===== src/rtl/seg_codes_pkg.sv =====
// Shared constants for the 7-segment read-back path: segment patterns (dp+gfedcba),
// the special blank/error codes and the capture FSM state type.
package seg_codes_pkg;

  localparam logic [6:0] CODE_BLANK = 7'h7E;
  localparam logic [6:0] CODE_ERR   = 7'h7F;

  localparam logic [7:0] PAT_BLANK = 8'h00;

  localparam logic [7:0] PAT_0 = 8'h3F;
  localparam logic [7:0] PAT_1 = 8'h06;
  localparam logic [7:0] PAT_2 = 8'h5B;
  localparam logic [7:0] PAT_3 = 8'h4F;
  localparam logic [7:0] PAT_4 = 8'h66;
  localparam logic [7:0] PAT_5 = 8'h6D;
  localparam logic [7:0] PAT_6 = 8'h7D;
  localparam logic [7:0] PAT_7 = 8'h07;
  localparam logic [7:0] PAT_8 = 8'h7F;
  localparam logic [7:0] PAT_9 = 8'h6F;
  localparam logic [7:0] PAT_A = 8'h77;
  localparam logic [7:0] PAT_B = 8'h7C;
  localparam logic [7:0] PAT_C = 8'h39;
  localparam logic [7:0] PAT_D = 8'h5E;
  localparam logic [7:0] PAT_E = 8'h79;
  localparam logic [7:0] PAT_F = 8'h71;

  // Decimal digits with the decimal point lit decode to codes 20..29.
  localparam logic [7:0] PAT_DP0 = 8'hBF;
  localparam logic [7:0] PAT_DP1 = 8'h86;
  localparam logic [7:0] PAT_DP2 = 8'hDB;
  localparam logic [7:0] PAT_DP3 = 8'hCF;
  localparam logic [7:0] PAT_DP4 = 8'hE6;
  localparam logic [7:0] PAT_DP5 = 8'hED;
  localparam logic [7:0] PAT_DP6 = 8'hFD;
  localparam logic [7:0] PAT_DP7 = 8'h87;
  localparam logic [7:0] PAT_DP8 = 8'hFF;
  localparam logic [7:0] PAT_DP9 = 8'hEF;

  typedef enum logic [1:0] {
    IDLE,
    TRACK,
    CAPTURED
  } state_t;

endpackage


===== src/rtl/seg_pat_dec.sv =====
// Combinational inverse of the segment encoder: 8-bit lit pattern to 7-bit digit code.
// Unrecognised patterns yield CODE_ERR with err raised.
module seg_pat_dec
  import seg_codes_pkg::*;
(
  input  logic [7:0] pat,
  output logic [6:0] code,
  output logic       err
);

  logic hit;

  always_comb begin
    code = CODE_ERR;
    hit  = 1'b1;
    case (pat)
      PAT_BLANK: code = CODE_BLANK;
      PAT_0:     code = 7'd0;
      PAT_1:     code = 7'd1;
      PAT_2:     code = 7'd2;
      PAT_3:     code = 7'd3;
      PAT_4:     code = 7'd4;
      PAT_5:     code = 7'd5;
      PAT_6:     code = 7'd6;
      PAT_7:     code = 7'd7;
      PAT_8:     code = 7'd8;
      PAT_9:     code = 7'd9;
      PAT_A:     code = 7'd10;
      PAT_B:     code = 7'd11;
      PAT_C:     code = 7'd12;
      PAT_D:     code = 7'd13;
      PAT_E:     code = 7'd14;
      PAT_F:     code = 7'd15;
      PAT_DP0:   code = 7'd20;
      PAT_DP1:   code = 7'd21;
      PAT_DP2:   code = 7'd22;
      PAT_DP3:   code = 7'd23;
      PAT_DP4:   code = 7'd24;
      PAT_DP5:   code = 7'd25;
      PAT_DP6:   code = 7'd26;
      PAT_DP7:   code = 7'd27;
      PAT_DP8:   code = 7'd28;
      PAT_DP9:   code = 7'd29;
      default: begin
        code = CODE_ERR;
        hit  = 1'b0;
      end
    endcase
    err = ~hit;
  end

endmodule


===== src/rtl/seg_capture.sv =====
// Reader side of a multiplexed 7-segment interface: synchronises the scanned bus, waits
// for a stable pattern on a single selected digit, then stores its decoded code per slot.
module seg_capture
  import seg_codes_pkg::*;
#(
  parameter int NDIG       = 4,
  parameter int STABLE_CNT = 4,
  parameter int CNT_W      = 8,
  localparam int IDX_W     = (NDIG > 1) ? $clog2(NDIG) : 1
) (
  input  logic                  CLK,
  input  logic                  RST,
  input  logic [7:0]            SEG_IN,
  input  logic [NDIG-1:0]       COM_IN,
  input  logic                  ERR_CLR,
  output logic [7*NDIG-1:0]     DIGITS_OUT,
  output logic                  UPD_VALID,
  output logic [IDX_W-1:0]      UPD_IDX,
  output logic                  ERR_FLAG,
  output state_t                FSM_STATE
);

  logic [7:0]      m_seg, s_seg, p_seg;
  logic [NDIG-1:0] m_com, s_com, p_com;
  logic [CNT_W-1:0] run_cnt, run_cur;
  logic            same;
  logic            com_onehot;
  logic [IDX_W-1:0] com_idx;
  logic [6:0]      dec_code;
  logic            dec_err;
  logic            cap;
  state_t          state, state_nxt;
  logic [6:0]      slot [NDIG];

  always_ff @(posedge CLK or posedge RST) begin
    if (RST) begin
      m_seg   <= '0;
      s_seg   <= '0;
      p_seg   <= '0;
      m_com   <= '0;
      s_com   <= '0;
      p_com   <= '0;
      run_cnt <= '0;
    end else begin
      m_seg   <= SEG_IN;
      s_seg   <= m_seg;
      p_seg   <= s_seg;
      m_com   <= COM_IN;
      s_com   <= m_com;
      p_com   <= s_com;
      run_cnt <= run_cur;
    end
  end

  // run_cur is the run length including the current synchronised sample.
  assign same = (s_seg == p_seg) && (s_com == p_com);

  always_comb begin
    run_cur = CNT_W'(1);
    if (same) begin
      if (run_cnt >= CNT_W'(STABLE_CNT)) run_cur = CNT_W'(STABLE_CNT);
      else                               run_cur = run_cnt + CNT_W'(1);
    end
  end

  assign com_onehot = (s_com != '0) && ((s_com & (s_com - NDIG'(1))) == '0);

  always_comb begin
    com_idx = '0;
    for (int i = 0; i < NDIG; i++) begin
      if (s_com[i]) com_idx = com_idx | IDX_W'(i);
    end
  end

  seg_pat_dec u_dec (
    .pat  (s_seg),
    .code (dec_code),
    .err  (dec_err)
  );

  assign cap = (state == TRACK) && com_onehot && (run_cur == CNT_W'(STABLE_CNT));

  always_ff @(posedge CLK or posedge RST) begin
    if (RST) state <= IDLE;
    else     state <= state_nxt;
  end

  always_comb begin
    state_nxt = state;
    case (state)
      IDLE:     if (com_onehot) state_nxt = TRACK;
      TRACK: begin
        if (!com_onehot) state_nxt = IDLE;
        else if (cap)    state_nxt = CAPTURED;
      end
      CAPTURED: if (!same) state_nxt = com_onehot ? TRACK : IDLE;
      default:  state_nxt = IDLE;
    endcase
  end

  assign FSM_STATE = state;

  // Error set takes priority over a coincident clear.
  always_ff @(posedge CLK or posedge RST) begin
    if (RST) begin
      for (int i = 0; i < NDIG; i++) slot[i] <= CODE_BLANK;
      UPD_VALID <= 1'b0;
      UPD_IDX   <= '0;
      ERR_FLAG  <= 1'b0;
    end else begin
      UPD_VALID <= cap;
      if (cap) begin
        slot[com_idx] <= dec_code;
        UPD_IDX       <= com_idx;
      end
      if (cap && dec_err) ERR_FLAG <= 1'b1;
      else if (ERR_CLR)   ERR_FLAG <= 1'b0;
    end
  end

  for (genvar g = 0; g < NDIG; g++) begin : g_out
    assign DIGITS_OUT[7*g +: 7] = slot[g];
  end

endmodule


===== config.mk =====
export PLATFORM = sky130hd
export DESIGN_NAME = seg_capture
export DESIGN_NICKNAME = d
export VERILOG_FILES = /design/src/rtl/seg_codes_pkg.sv /design/src/rtl/seg_pat_dec.sv /design/src/rtl/seg_capture.sv
export SDC_FILE = /design/constraint.sdc
export NUM_CORES = 1
export LEC_CHECK = 0
export BUFFER_PORTS_ARGS = -buffer_cell sky130_fd_sc_hd__buf_2
export CORE_MARGIN = 2
export CORE_UTILIZATION = 51
export CTS_CLUSTER_SIZE = 25
export DETAILED_ROUTE_END_ITERATION = 6
export PLACE_DENSITY = 0.74
export SLEW_MARGIN = 20
export SYNTH_ARGS = -nofsm -noshare
export SYNTH_HDL_FRONTEND = slang
export SYNTH_SLANG_ARGS = --single-unit

===== constraint.sdc =====
create_clock -name CLK -period 2 [get_ports CLK]
set_input_delay 0 -clock CLK [delete_from_list [all_inputs] [get_ports CLK]]
set_output_delay 0 -clock CLK [all_outputs]
set_load 0.02 [all_outputs]

==> reports/metrics.cfg, run 1 <==
[outcome]
outcome = complete, but fails checks
violations = negative setup slack

[route]
drt_iter0_drc = 213
drt-pass1-iter-count = 4
viasPerCell = 5.78
postRouteAntennaNets = 0
vias = 2883
wl_per_cell_um = 17.1
drc = 0
finalWirelength_um = 8520

[power]
ir_drop_mv = 0.575
power_density_nw_per_um2 = 679
total_power_mw = 3.28
power_leakage_nw = 2.09

[floorplan]
die_area_um2 = 7450
start_util_pct = 53.5
die_w_um = 86.3
coreArea_um2 = 6460
die_y_um = 86.3
num_rows = 29
ios = 49

[timing]
relSlewSlack_pct = 53.4
finalHoldViolations = 0
fin_crit_sh_pct = 110
hold_ws_ps = 265
rsz0062_at_grt = true
skew_ps = 7.98
setup_tns_ps = -2680
finalSetupViolCount = 21
tightest_slew_ps = 700
fmax_mhz = 453
drv_slew = 0
layout_setup_ws_ps = -209
period_needed_ps = 2210

[yosys]
ys.flop_type = dfrtp_1
synth_edf_count = 0
yosysUniqueCellTypes = 58
synth-async-reset-ratio_pct = 100
synthCells = 312
syn_area_per_cell_um2 = 11.1
yosysSeqAreaShare_pct = 54.3
synth_seq_cells = 74
synthesis.area_um2 = 3460
ys_warn_count = 0

[clocking]
h-tree-depth = 3
clockBufferDepth = 2
cts_tree = done
cts_sinks = 74
clk_latency_ps = 340
root_buffer = clkbuf_8
path_clk_slew_ps = 70
numCtsBuffers = 9

[layout]
drive_gt1_share_pct = 45.7
final_area_um2 = 4830
final_nets = 435
antenna_cells = 0
synthToLayoutAreaGrowth_pct = 39.7
final_core_util_pct = 74.7
fillers = 429

[setup_path]
end_kind = register
cp.required_ps = 2270
r2r-start = run_cnt[1]
crit_path_start_kind = register
cp_max_fo = 10
r2r_setup_slack_ps = -210
worst-setup-path-type = reg2reg
arrival_ps = 2470
reg2reg_depth = 9
cp-endpoint = DIGITS_OUT[3]
critical_path.startpoint = run_cnt[1]
r2r-end = DIGITS_OUT[3]

[grt]
grt_pass1_vias = 2714
grt_max_degree = 30
antenna_found_initial = 0
grtUsageTotal_pct = 22.9
grt_pass1_wl_um = 13200
grt_overflow = 0

[hold_path]
worstHoldPathType = in2async

[placement]
place_area_um2 = 4130
dp_hpwl_um = 5530
port_buffers = 48
gp_congestion = 0.859

[job]
maxCapViolCount = 0

-- cell families (layout without fill, tap and decap cells) --
group,Yosys count,in the layout,share of synthesized area [%]
mux,6,6,1.88
flops,74,74,54.3
buf+inv,37,143,5.86
simple gates,113,113,20.6
fa+ha+maj,2,2,0.724
compound gates,65,65,11.8
other cells,1,5,0.109
xor+xnor,14,14,4.63
-- cell type report --
| cell class | instances | area, µm² | area share, % |
|---|---|---|---|
| timing repair buffer | 119 | 922 | 19.1 |
| clock buffer | 10 | 128 | 2.64 |
| tap | 77 | 96.3 | 2.00 |
| sequential | 74 | 1880 | 39.0 |
| inverter | 9 | 33.8 | 0.700 |
| clock inverter | 5 | 104 | 2.15 |
| multi-input combinational | 205 | 1660 | 34.4 |
-- report_power, final --
group          internal, mW  total, mW  switching [mW]  leakage, nW
Clock                 0.822       1.36           0.536        0.116
Sequential             1.54       1.58          0.0342        0.855
Combinational         0.168      0.341           0.173         1.12
-- cell usage in the layout (no fill, tap or decap), types with 4 or more instances in the layout --
| cell type | Yosys | final |
|---|---|---|
| nor4_4 | 0 | 5 |
| nand3_1 | 9 | 9 |
| buf_2 | 9 | 48 |
| buf_4 | 6 | 48 |
| a21oi_1 | 27 | 25 |
| dfstp_2 | 20 | 20 |
| nor3_1 | 12 | 7 |
| nor2_4 | 0 | 4 |
| mux2_4 | 0 | 4 |
| o21ai_0 | 7 | 7 |
| a31oi_1 | 8 | 7 |
| xnor2_1 | 8 | 8 |
| xnor2_2 | 5 | 5 |
| buf_12 | 0 | 4 |
| nor2_1 | 17 | 13 |
| conb_1 | 1 | 5 |
| inv_1 | 9 | 8 |
| nor2b_1 | 6 | 6 |
| clkbuf_8 | 0 | 9 |
| nor3_2 | 0 | 4 |
| dfrtp_2 | 0 | 4 |
| dlygate4sd3_1 | 0 | 14 |
| nand4_1 | 5 | 5 |
| nand2_1 | 9 | 9 |
| dfrtp_1 | 54 | 50 |
-- state kept, by name, indices dropped and copies added (netlist names), 2 cells and up --
| register | cells |
|---|---|
| DIGITS_OUT | 24 |
| FSM_STATE | 2 |
| UPD_IDX | 2 |
| m_com | 4 |
| m_seg | 8 |
| p_com | 4 |
| p_seg | 8 |
| run_cnt | 8 |
| s_com | 4 |
| s_seg | 8 |
-- how the worst min path moves through the flow --
stage / end / from / cells past startpoint
5_1_grt: m_seg[7] / SEG_IN[7] / 2
3_3_place_gp: m_com[0] / RST / 2
2_1_floorplan: m_com[0] / COM_IN[0] / 0
3_5_place_dp: m_com[1] / RST / 2
4_1_cts: m_com[0] / RST / 3
6_report: run_cnt[2] / RST / 3
-- synth_stat cells (all sizes together) (3+ instances only) --
master	instances	area, µm²
nor4	11	68.8
o21a	3	22.5
buf	19	135
clkbuf	9	33.8
nand4	7	56.3
and4	3	26.3
inv	9	33.8
nor2	17	63.8
nand4b	3	26.3
nand3	9	45.0
o211ai	3	22.5
and3	4	25.0
dfrtp	54	1350
xnor2	13	151
nor4bb	3	30.0
o21ai	7	35.0
or4	3	22.5
nand2	9	33.8
and2	3	18.8
dfstp	20	526
a31oi	8	50.1
nor4b	5	50.0
and4b	3	30.0
nor3	12	60.1
a21oi	27	135
nor2b	6	37.5
nand3b	3	22.5
mux2	4	45.0
-- critical path: stages (launching register included) --
cell and delay, ps:
dfrtp_1 360, inv_1 50, ha_1 290, and3b_1 230, or3_4 130, or4b_4 470, buf_12 170, buf_4 160
nor4_4 190, a21oi_2 100
-- per-stage QoR --
step           setup WS [ps]  instances
3_3_place_gp            -142        460
3_5_place_dp            -205        460
2_1_floorplan          -60.7        316
4_1_cts                 -150        490
5_1_grt                 -315        499
6_report                -209        499
-- layer usage --
metal	track usage (%)	part of all wire (%)	up-vias
li1	-	-	1334
met2	37.4	52	87
met3	3.90	3.7	17
met4	10.5	2.1	0
met5	0	0	-
met1	30.1	42	1445
-- timing repair --
item / 4_1_cts / 5_1_grt
resized for setup: 10 / 29
pin swaps: 2 / 14
gates cloned: 0 / 3
hold buffers: 14 / 0
endpoints found under the hold margin: 32 / 0
buffers inserted: 1 / 7
endpoints found under the setup margin: 25 / 27
(Power assumes the default switching activity.)
==> run 2, diff against run 1 <==
--- a/config.mk
+++ b/config.mk
@@ -11,6 +11,7 @@
 export CTS_CLUSTER_SIZE = 25
 export DETAILED_ROUTE_END_ITERATION = 6
 export PLACE_DENSITY = 0.74
+export RECOVER_POWER = 50
 export SLEW_MARGIN = 20
 export SYNTH_ARGS = -nofsm -noshare
 export SYNTH_HDL_FRONTEND = slang
==> run 2 against run 1 <==
Effect of this change: the flow still finishes with violations (negative setup slack); highest routed layer unchanged; clock-buffer cell count unchanged; critical path type unchanged; critical endpoint unchanged; via count increased by 0.80%; largest power group unchanged; die area unchanged; first-iteration DRC count increased by 1.4%.
==> reports/metrics.cfg, run 2 (same netlist as run 1, synthesis figures left out) <==
[outcome]
outcome = complete, but fails checks
violations = negative setup slack

[setup_path]
r2r_setup_slack_ps = -200  ; about the same
worst-setup-path-type = reg2reg
critPathMaxStageDelay_ps = 470  ; about the same
crit_chain = inv_1 -> ha_1 -> and3b_1 -> or3_4 -> or4b_4 -> buf_12 -> buf_4 -> nor4_4 -> a21oi_2
end_kind = register
worstPathBufferInverterCount = 3  ; unchanged
cpLargestDelayFamily = simple AND/OR/NAND/NOR gates
cp.required_ps = 2260  ; about the same
arrival_ps = 2460  ; about the same
crit_path_start_kind = register
cp_max_fo = 10  ; unchanged
cp_slowest_cell = or4b_4

[clocking]
path_clk_slew_ps = 80  ; about the same
cts_tree = done
clk_latency_ps = 340  ; about the same
cts_sinks = 74  ; unchanged
h-tree-depth = 3  ; unchanged
root_buffer = clkbuf_8
clockBufferDepth = 2  ; unchanged
numCtsBuffers = 9  ; unchanged

[route]
drt_iter0_drc = 216  ; +1.4%
wl_per_cell_um = 17.1  ; -0.13%
drc = 0  ; unchanged
vias = 2906  ; +0.80%
finalWirelength_um = 8510  ; -0.13%
viasPerCell = 5.82  ; +0.80%
drt-pass1-iter-count = 4  ; unchanged
postRouteAntennaNets = 0  ; unchanged

[layout]
layout_commonest_cell = dfrtp_1
fillers = 446  ; +4.0%
mostFrequentLayoutCells = dfrtp_1, buf_4, buf_2
largest_reg_flops = 24  ; unchanged
final_area_um2 = 4800  ; -0.65%
multi_input_area_um2 = 1660  ; unchanged
antenna_cells = 0  ; unchanged
final_nets = 435  ; unchanged
synthToLayoutAreaGrowth_pct = 38.8
drive_gt1_share_pct = 40.5  ; -5.2 points
seq_area_um2 = 1880  ; -0.27%

[power]
ir_drop_mv = 0.575  ; about the same
p_switching_mw = 0.743  ; about the same
power_leakage_nw = 2.03  ; -3.2%
clkPwrFrac_pct = 41.5  ; about the same
power_frac_comb_pct = 10.3  ; about the same
internal_power_mw = 2.53  ; -0.13%
pwr-share-seq_pct = 48.2  ; about the same
swShare_pct = 22.7  ; +0.024 points
power_density_nw_per_um2 = 682  ; +0.55%
total_power_mw = 3.27  ; -0.10%

[timing]
drv_slew = 0  ; unchanged
skew_ps = 8.42  ; +0.446 ps
rsz0062_at_grt = true
hold_ws_ps = 294  ; +28.5 ps
tightest_slew_ps = 1050  ; +351 ps
relSlewSlack_pct = 29.9  ; -23 points
finalSetupViolCount = 24  ; +14%
period_needed_ps = 2200  ; -9.51 ps
layout_setup_ws_ps = -199  ; +9.51 ps
fin_crit_sh_pct = 110  ; -0.48 points
fmax_mhz = 455  ; +0.43%
finalHoldViolations = 0  ; unchanged

[floorplan]
die_y_um = 86.3  ; unchanged
coreArea_um2 = 6460  ; unchanged
die_area_um2 = 7450  ; unchanged
ios = 49  ; unchanged
start_util_pct = 53.5  ; unchanged
num_rows = 29  ; unchanged
die_w_um = 86.3  ; unchanged

[job]
maxCapViolCount = 0  ; unchanged

[grt]
grt_overflow = 0  ; unchanged
grtUsageTotal_pct = 22.9  ; unchanged
grt_pass1_wl_um = 13200  ; unchanged
grt_pass1_vias = 2714  ; unchanged
antenna_found_initial = 0  ; unchanged
grt_max_degree = 30  ; unchanged

[placement]
place_area_um2 = 4130  ; unchanged
gp_congestion = 0.859  ; unchanged
port_buffers = 48  ; unchanged
dp_hpwl_um = 5530  ; unchanged

[hold_path]
worstHoldPathType = in2reg

==> run 2: cell types whose count changed in the layout (fill, tap and decap cells not counted), sizes merged <==
cell	before	now
clkbuf	13	30
buf	102	85
==> run 2: stage by stage <==
stage                     setup TNS [ps]  setup slack [ps]  utilization [%]  cells
after floorplan                     -327             -60.7                -    316
after CTS                          -1950              -150             70.6    490
after global placement             -1920              -142             64.0    460
final                              -2640              -199             74.3    499
after global routing               -5640              -315             74.3    499
after detailed placement           -2790              -205             64.0    460
==> run 2: per-layer routing <==
layer  vias to the layer above  wire length, µm  global-route usage, %
li1                       1338                -                      -
met1                      1445             3530                   30.1
met2                       104             4380                   37.4
met3                        19              371                   3.90
met4                         0              223                   10.5
met5                         -                0                      0
==> run 2: path summary, 6_finish.rpt <==
check | start | endpoint | cells past startpoint
setup / recovery | run_cnt[1] | DIGITS_OUT[3] | 9
hold / removal | SEG_IN[0] | m_seg[0] | 2
setup reg to reg | run_cnt[1] | DIGITS_OUT[3] | 9
hold reg to reg | m_com[1] | s_com[1] | 0
max in group asynchronous | RST | m_com[2] | 4
min in group asynchronous | RST | run_cnt[2] | 3
==> run 2: layout make-up <==
type                       count  share of cell area [%]
clock buffer                  10                    2.66
clock inverter                 5                    2.17
inverter                       9                   0.704
multi-input combinational    205                    34.6
sequential                    74                    39.1
tap                           77                    2.01
timing repair buffer         119                    18.7
==> run 2: power groups by stage <==
stage               logic [mW]  clock network (mW)  registers [mW]
floorplan                0.179                   0            1.59
global placement         0.264                   0            1.60
detailed placement       0.271                   0            1.60
CTS                      0.295                1.38            1.58
global route             0.369                1.46            1.58
finish                   0.338                1.36            1.58
==> run 2: what timing repair did <==
action                                  in CTS  in global routing
pin swaps                                    2                 14
gates resized for setup                     10                 29
gates cloned                                 0                  3
buffers inserted                             1                  7
endpoints found under the hold margin       32                  0
hold buffers                                14                  0
endpoints found under the setup margin      25                 27
==> run 2: worst reg2reg max path: cells and delay by family, from the launching register on <==
family,cells,cell delay (ps)
flip-flops,1,350
AO/OA/AOI/OAI,1,100
adder cells (fa/ha/maj),1,290
buffers and inverters,3,380
AND/OR/NAND/NOR,4,1020
==> run 3, diff against run 2 <==
--- a/config.mk
+++ b/config.mk
@@ -7,10 +7,10 @@
 export LEC_CHECK = 0
 export BUFFER_PORTS_ARGS = -buffer_cell sky130_fd_sc_hd__buf_2
 export CORE_MARGIN = 2
-export CORE_UTILIZATION = 51
+export CORE_UTILIZATION = 57
 export CTS_CLUSTER_SIZE = 25
 export DETAILED_ROUTE_END_ITERATION = 6
-export PLACE_DENSITY = 0.74
+export PLACE_DENSITY_LB_ADDON = 0.2
 export RECOVER_POWER = 50
 export SLEW_MARGIN = 20
 export SYNTH_ARGS = -nofsm -noshare
==> constraint.sdc (replaced) <==
create_clock -name CLK -period 2.1 [get_ports CLK]
set_input_delay 0 -clock CLK [delete_from_list [all_inputs] [get_ports CLK]]
set_output_delay 0 -clock CLK [all_outputs]
set_load 0.02 [all_outputs]
==> run 3 against run 2 <==
Effect of this change: the flow still finishes with violations (negative setup slack); utilization increased by 8.1 points; die area is 10% lower; critical path type unchanged; worst hold slack got worse by 4.5 ps; global-route usage is 5.1 points higher; clock skew is 11 ps higher; largest cell class unchanged; sequential power down 5%; final area grew 1.0%.
==> reports/metrics.cfg, run 3 (same netlist as run 1, synthesis figures left out) <==
[timing]
hold_ws_ps = 289  ; -4.50 ps
relSlewSlack_pct = 33.2  ; +3.3 points
layout_setup_ws_ps = -130  ; +69.1 ps
rsz0062_at_grt = true
skew_ps = 19.8  ; +11.4 ps
fin_crit_sh_pct = 106  ; -3.8 points
finalHoldViolations = 0  ; unchanged
period_needed_ps = 2230  ; +30.9 ps
drv_slew = 0  ; unchanged
fmax_mhz = 448  ; -1.4%
finalSetupViolCount = 25  ; +4.2%
tightest_slew_ps = 1000  ; -49.7 ps

[power]
power_leakage_nw = 2.08  ; +2.8%
ir_drop_mv = 0.738  ; +28%
total_power_mw = 2.92  ; -11%
power_density_nw_per_um2 = 603  ; -12%

[setup_path]
cpLargestDelayFamily = simple AND/OR/NAND/NOR gates
crit_path_start_kind = register
arrival_ps = 2520  ; +60 ps
crit_chain = inv_2 -> ha_4 -> and3b_1 -> or3_4 -> or4b_4 -> buf_12 -> nor2_4 -> mux2_4
cp.required_ps = 2390  ; +130 ps
r2r_setup_slack_ps = -130  ; +70 ps
cp_slowest_cell = or4b_4
r2r-start = run_cnt[0]
cp_max_fo = 8  ; -2
end_kind = register
r2r-end = DIGITS_OUT[23]
critPathMaxStageDelay_ps = 490  ; +20 ps
worst-setup-path-type = reg2reg
worstPathBufferInverterCount = 2  ; -1
reg2reg_depth = 8  ; -1
critical_path.startpoint = run_cnt[0]

[job]
maxCapViolCount = 0  ; unchanged

[clocking]
cts_sinks = 74  ; unchanged
cts_tree = done
path_clk_slew_ps = 80  ; about the same
root_buffer = clkbuf_8
clk_latency_ps = 360  ; +20 ps
clockBufferDepth = 2  ; unchanged
h-tree-depth = 3  ; unchanged
numCtsBuffers = 9  ; unchanged

[grt]
grt_pass1_vias = 2839  ; +4.6%
grt_max_degree = 51  ; +70%
grt_pass1_wl_um = 13800  ; +4.8%
antenna_found_initial = 0  ; unchanged
grtUsageTotal_pct = 28.0  ; +5.1 points
grt_overflow = 0  ; unchanged

[hold_path]
hp-start = SEG_IN[5]
worstHoldPathType = in2reg
hold_end = m_seg[5]
min_path_cells = 2  ; unchanged

[route]
finalWirelength_um = 9560  ; +12%
drc = 0  ; unchanged
vias = 3044  ; +4.7%
drt-pass1-iter-count = 5  ; +1
drt_iter0_drc = 295  ; +37%
wl_per_cell_um = 19.3  ; +13%
postRouteAntennaNets = 0  ; unchanged
viasPerCell = 6.15  ; +5.6%

[placement]
dp_cells = 451  ; -2.0%
gp_congestion = 0.887  ; +3.3%
port_buffers = 48  ; unchanged
dp_hpwl_um = 5450  ; -1.5%

[floorplan]
ios = 49  ; unchanged
die_y_um = 81.9  ; -5.2%
num_rows = 28  ; -3.4%
die_w_um = 81.9  ; -5.2%
die_area_um2 = 6700  ; -10%
coreArea_um2 = 5890  ; -8.9%
start_util_pct = 58.7  ; +5.2 points

[layout]
mostFrequentLayoutCells = dfrtp_1, buf_2, buf_4
final_nets = 432  ; -0.69%
fillers = 304  ; -32%
final_core_util_pct = 82.3  ; +8.1 points
largest_reg_flops = 24  ; unchanged
instances_no_fill = 495  ; -0.80%
antenna_cells = 0  ; unchanged
synthToLayoutAreaGrowth_pct = 40.2
drive_gt1_share_pct = 46.9  ; +6.4 points
layout_commonest_cell = dfrtp_1

[outcome]
outcome = complete, but fails checks
violations = negative setup slack

run 3: changes by cell type in the layout (fill, tap and decap cells not counted), sizes merged:
cell / before / now
buf: 85 / 100
bufinv: 3 / 1
clkbuf: 30 / 13
clkinv: 2 / 4
run 3: layout make-up:
cell class / instances / area (µm²) / share of cell area [%]
flip-flops and latches: 74 / 1880 / 38.8
multi-input cells: 205 / 1750 / 36.2
repair buffers: 116 / 892 / 18.4
clock buffers: 11 / 141 / 2.92
well taps: 75 / 93.8 / 1.94
clock inverters: 5 / 53.8 / 1.11
inverters: 9 / 33.8 / 0.697
run 3: where the power goes:
group | total [mW] | switching, mW | internal [mW]
clock | 1.11 | 0.529 | 0.578
combinational | 0.318 | 0.174 | 0.144
sequential | 1.50 | 0.0296 | 1.47
run 3: timing repair:
action / CTS / global route
gates resized for setup: 31 / 52
hold buffers: 14 / 0
hold endpoints to repair: 29 / 0
endpoints found under the setup margin: 22 / 27
pin swaps: 9 / 17
setup buffers: 4 / 8
cloned: 2 / 2
run 3: worst max path at each step:
stage               depth (start not counted)              to
global route                                8   DIGITS_OUT[8]
CTS                                         8  DIGITS_OUT[23]
global placement                            8   DIGITS_OUT[1]
floorplan                                   9   DIGITS_OUT[1]
finish                                      8  DIGITS_OUT[23]
detailed placement                          8   DIGITS_OUT[3]
run 3: per-layer routing:
metal	share of wire, %	global-route usage, %
met1	39	35.4
met3	6.8	6.04
met5	0	0
met4	3.3	13.3
met2	50	45.9
run 3: stage by stage:
step / setup WS [ps] / instance area, µm² / TNS [ps]
2_1_floorplan: -30.6 / 3490 / -195
3_3_place_gp: -99.0 / 4000 / -392
3_5_place_dp: -191 / 4000 / -1820
4_1_cts: -75.7 / 4540 / -889
5_1_grt: -245 / 4840 / -3990
6_report: -130 / 4840 / -1660
